### config.mk
export PLATFORM = sky130hd
export DESIGN_NAME = mealy_control_matrix
export DESIGN_NICKNAME = d
export VERILOG_FILES = /design/src/rtl/mealy_cm_pkg.sv /design/src/rtl/mealy_cm_decode.sv /design/src/rtl/mealy_control_matrix.sv
export SDC_FILE = /design/constraint.sdc
export NUM_CORES = 1
export LEC_CHECK = 0
export ABC_AREA = 1
export CORE_AREA = 10 10 47 49
export DETAILED_ROUTE_END_ITERATION = 10
export DIE_AREA = 0 0 57 59
export HOLD_SLACK_MARGIN = 0.08
export PLACE_DENSITY = 0.49
export SLEW_MARGIN = 20
export SYNTH_ARGS = -nofsm -noshare
export SYNTH_HDL_FRONTEND = slang
export SYNTH_SLANG_ARGS = --single-unit
### constraint.sdc
create_clock -name clk_i -period 1.55 [get_ports clk_i]
set_clock_uncertainty 0.15 [all_clocks]
set_input_delay 0.465 -clock clk_i [delete_from_list [all_inputs] [get_ports clk_i]]
set_output_delay 0.465 -clock clk_i [all_outputs]
set_load 0.02 [all_outputs]
### src/rtl/mealy_cm_pkg.sv
// Shared types and constants for the reset/boot control matrix.
// State encodings are fixed because they are exposed on the optional debug port.
package mealy_cm_pkg;

  localparam int unsigned PC_SELECT_SIZE_DEF   = 3;
  localparam int unsigned ADDR_SELECT_SIZE_DEF = 2;

  localparam logic [PC_SELECT_SIZE_DEF-1:0]   PC_SRC_VECTOR = 3'd2;
  localparam logic [ADDR_SELECT_SIZE_DEF-1:0] ADDR_SRC_PC   = 2'd0;

  typedef enum logic [1:0] {
    S_RESET  = 2'd0,
    S_VECTOR = 2'd1,
    S_LD_MAR = 2'd2,
    S_HALT   = 2'd3
  } state_e;

endpackage : mealy_cm_pkg

### src/rtl/mealy_cm_decode.sv
// Combinational Mealy output decoder: (state, reset, hold) -> strobes and mux selects.
// Strobes are active-low; reset_i overrides the state so reset reaches the datapath immediately.
module mealy_cm_decode
  import mealy_cm_pkg::*;
#(
  parameter int unsigned                  PC_SELECT_SIZE   = PC_SELECT_SIZE_DEF,
  parameter int unsigned                  ADDR_SELECT_SIZE = ADDR_SELECT_SIZE_DEF,
  parameter logic [PC_SELECT_SIZE-1:0]    PC_SRC_VEC       = PC_SELECT_SIZE'(mealy_cm_pkg::PC_SRC_VECTOR),
  parameter logic [ADDR_SELECT_SIZE-1:0]  ADDR_SRC_PC_SEL  = ADDR_SELECT_SIZE'(mealy_cm_pkg::ADDR_SRC_PC)
) (
  input  state_e                      state_i,
  input  logic                        reset_i,
  input  logic                        hold_i,
  output logic                        pc_rst_no,
  output logic                        pc_ld_no,
  output logic                        mar_rst_no,
  output logic                        mar_ld_no,
  output logic [PC_SELECT_SIZE-1:0]   pc_src_o,
  output logic [ADDR_SELECT_SIZE-1:0] addr_src_o,
  output logic                        halt_o
);

  always_comb begin
    pc_rst_no  = 1'b1;
    pc_ld_no   = 1'b1;
    mar_rst_no = 1'b1;
    mar_ld_no  = 1'b1;
    pc_src_o   = '0;
    addr_src_o = '0;
    halt_o     = 1'b0;

    if (reset_i) begin
      pc_rst_no  = 1'b0;
      mar_rst_no = 1'b0;
    end else begin
      unique case (state_i)
        S_RESET: begin
          pc_rst_no  = 1'b0;
          mar_rst_no = 1'b0;
        end
        // Selects stay driven during hold so the mux inputs are stable on release.
        S_VECTOR: begin
          pc_src_o = PC_SRC_VEC;
          pc_ld_no = hold_i;
        end
        S_LD_MAR: begin
          addr_src_o = ADDR_SRC_PC_SEL;
          mar_ld_no  = hold_i;
        end
        S_HALT: begin
          halt_o = 1'b1;
        end
        default: begin
          pc_rst_no  = 1'b0;
          mar_rst_no = 1'b0;
        end
      endcase
    end
  end

endmodule : mealy_cm_decode

### src/rtl/mealy_control_matrix.sv
// Reset/boot sequencer: S_RESET -> S_VECTOR -> S_LD_MAR -> S_HALT, stalled by hold_i.
// Optional build macro MEALY_CM_STATE_DBG_EN adds state_dbg_o with the raw state encoding.
module mealy_control_matrix
  import mealy_cm_pkg::*;
#(
  parameter int unsigned                  PC_SELECT_SIZE   = PC_SELECT_SIZE_DEF,
  parameter int unsigned                  ADDR_SELECT_SIZE = ADDR_SELECT_SIZE_DEF,
  parameter logic [PC_SELECT_SIZE-1:0]    PC_SRC_VECTOR    = PC_SELECT_SIZE'(mealy_cm_pkg::PC_SRC_VECTOR),
  parameter logic [ADDR_SELECT_SIZE-1:0]  ADDR_SRC_PC      = ADDR_SELECT_SIZE'(mealy_cm_pkg::ADDR_SRC_PC)
) (
  input  logic                        clk_i,
  input  logic                        reset_i,
  input  logic                        hold_i,
  output logic                        pc_rst_no,
  output logic                        pc_ld_no,
  output logic                        mar_rst_no,
  output logic                        mar_ld_no,
  output logic [PC_SELECT_SIZE-1:0]   pc_src_o,
  output logic [ADDR_SELECT_SIZE-1:0] addr_src_o,
`ifdef MEALY_CM_STATE_DBG_EN
  output logic [1:0]                  state_dbg_o,
`endif
  output logic                        halt_o
);

  state_e state_q, state_d;

  always_ff @(posedge clk_i or posedge reset_i) begin
    if (reset_i) state_q <= S_RESET;
    else         state_q <= state_d;
  end

  always_comb begin
    state_d = state_q;
    unique case (state_q)
      S_RESET:  state_d = S_VECTOR;
      S_VECTOR: state_d = hold_i ? S_VECTOR : S_LD_MAR;
      S_LD_MAR: state_d = hold_i ? S_LD_MAR : S_HALT;
      S_HALT:   state_d = S_HALT;
      default:  state_d = S_RESET;
    endcase
  end

  mealy_cm_decode #(
    .PC_SELECT_SIZE   (PC_SELECT_SIZE),
    .ADDR_SELECT_SIZE (ADDR_SELECT_SIZE),
    .PC_SRC_VEC       (PC_SRC_VECTOR),
    .ADDR_SRC_PC_SEL  (ADDR_SRC_PC)
  ) u_decode (
    .state_i    (state_q),
    .reset_i    (reset_i),
    .hold_i     (hold_i),
    .pc_rst_no  (pc_rst_no),
    .pc_ld_no   (pc_ld_no),
    .mar_rst_no (mar_rst_no),
    .mar_ld_no  (mar_ld_no),
    .pc_src_o   (pc_src_o),
    .addr_src_o (addr_src_o),
    .halt_o     (halt_o)
  );

`ifdef MEALY_CM_STATE_DBG_EN
  assign state_dbg_o = state_q;
`endif

endmodule : mealy_control_matrix

==> results.toml <==
[timing]
fin_crit_ps = 1620
layout_setup_ws_ps = -67.5
finalCritPeriodShare = 1.04
hold_viol = 0
drv_slew = 0
fin_hold_ws_ps = 164
setup_viol = 6
fin_setup_tns_ps = -346
rsz0062_at_grt = "yes"
fmax_ghz = 0.618

[place]
port_buffers = 8
place_area_um2 = 274
routabilityCongestion = 0.673
place_hpwl_um = 387
place_ws_ps = -882

[setup_path]
cp_max_fo = 3
crit_path_end_kind = "primary output"
cp_top_family = "buffers and inverters"
crit_type = "primary input to primary output"
worst_setup_path_start_kind = "primary input"
required_ps = 930
cp_cell_sequence = "buf_2 -> inv_2 -> nand2_2 -> nor2_2 -> buf_6"
slowest_delay_ps = 130
critical-path-slowest-cell = "buf_2"
path_buf_inv = 3
arrival_ps = 1000

[clocking]
cts_tree = "yes"
clock_path_buffers = 2
clk-insertion-delay-late_ps = 230
cts_sinks = 2
cts_htree_levels = 1
cts_root_buf = "clkbuf_4"
clk_pin_slew_ps = 40
cts_buffers = 3

[power]
p_leak_nw = 0.175
power.density_nw_per_um2 = 722
comb_power_share = 0.265
swShare = 0.307
peakVddDrop_mv = 0.143
p_int_mw = 0.169
switching_power_mw = 0.0750
seq_power_share = 0.235
p_clk_frac = 0.500

[layout]
area_delta_synth_final_pct = 103
drive_above_1_share = 0.690
regMostFlops = "state_q"
design_area_um2 = 338
biggestRegsByFlops = "state_q x2"
largest_reg_flops = 2
antennaDiodeCount = 0
fill_cells = 168
nets = 47

[synth]
synthesis.area_um2 = 166
ys_seq_area_frac = 0.301
avgSynthCellArea_um2 = 6.66
synth.distinct_cells = 10
synthCells = 25
ys_ff_latch = 2
yosys_warnings = 0

[floorplanning]
dieArea_um2 = 3360
initial_utilization = 0.119
die_y_um = 59
io_pins = 13
num_rows = 14
placeableCoreArea_um2 = 1400
die_x_um = 57

[grt]
antenna_found_initial = 0
grt_util_all_layers = 0.0420
grt_pass1_wl_um = 897
grt_pass1_vias = 198
grt_remaining_overflow = 0
grt_max_degree = 5

[drt]
detail_route.wl_per_cell_um = 8.97
routed-wl-met2_um = 269
avgViaCountPerCell = 3.41
wl_met3_um = 39
dr.first_iter.drc_count = 4
met1_length_um = 184
drc = 0
wirelength_um = 520
top_layer = "met4"
ant_nets = 0
first_pass_iters = 2
vias = 198

[outcome]
status = "finished with violations"
violations = "setup timing"

[job]
max_cap_violations = 0

[min_path]
hp-class = "primary input to async pin"
[worst reg2reg max path: stages, from the launching register on]
cell and delay [ps]:
dfrtp_2 390, inv_2 50, buf_4 120, buf_4 120, nand2_1 50, nand3_1 70
[cells in the final DEF (no fill, tap or decap), types with 2 or more instances in the layout]
cell | synthesis | layout
clkbuf_4 | 0 | 3
conb_1 | 1 | 4
inv_2 | 4 | 4
buf_6 | 0 | 6
buf_2 | 0 | 2
buf_4 | 5 | 8
nor2_2 | 1 | 3
nand3_1 | 3 | 3
nand2_1 | 3 | 3
[kinds of logic after synthesis]
group,after synthesis,share of synthesized area
and+or+nand+nor,11,0.301
buffers and inverters,9,0.316
AOI/OAI and AO/OA,2,0.0602
DFF,2,0.301
other,1,0.0225
[power by group through the flow]
stage	registers, mW	logic (mW)	clock network [mW]
detailed placement	0.0576	0.0578	0
CTS	0.0570	0.0581	0.126
floorplan	0.0569	0.0402	0
global route	0.0577	0.0708	0.148
global placement	0.0576	0.0576	0
finish	0.0573	0.0647	0.122
[path summary, 6_finish.rpt]
path                                 start           to  cells after the start  slack, ps
worst max register to register  state_q[0]   state_q[0]                      5        470
min in group clk_i                  hold_i   state_q[1]                      3        410
worst max-delay path               reset_i  pc_src_o[1]                      5        -70
worst min-delay path               reset_i   state_q[1]                      4        160
worst min register to register  state_q[0]   state_q[0]                      2        410
max in group asynchronous          reset_i   state_q[0]                      4        980
[cells in the mapped netlist]
cell / n / area, um2
nand2_1: 3 / 11.3
nand2_2: 1 / 6.26
nor2_1: 3 / 11.3
inv_2: 4 / 15.0
o21ai_1: 2 / 10.0
conb_1: 1 / 3.75
dfrtp_1: 2 / 50.1
nand3_1: 3 / 15.0
nor2_2: 1 / 6.26
buf_4: 5 / 37.5
[through the flow]
step	total power [mW]	utilization	instances
after floorplan	0.0971	-	28
after global placement	0.115	0.196	51
after detailed placement	0.115	0.196	51
after CTS	0.241	0.215	57
after global routing	0.277	0.241	58
final	0.244	0.241	58
[layout make-up]
class	instances	area, um2	area share
repair buffers	16	138	0.407
multi-input cells	17	91.3	0.270
well taps	16	20.0	0.0593
inverters	4	15.0	0.0444
flip-flops and latches	2	51.3	0.152
clock buffers	3	22.5	0.0667
[per-layer routing]
layer / vias to the layer above / track usage
met4: 0 / 0.0906
met3: 2 / 0.0322
li1: 102 / -
met2: 8 / 0.0419
met1: 86 / 0.0334
met5: - / 0
[what timing repair did]
| action | 4_1_cts | 5_1_grt |
|---|---|---|
| setup endpoints to repair | 6 | 6 |
| pin swaps | 4 | 2 |
| gates resized for setup | 40 | 8 |
| cloned | 0 | 0 |
| buffers inserted | 3 | 1 |
| hold buffers | 0 | 0 |
Power figures use the tool's default switching activity.
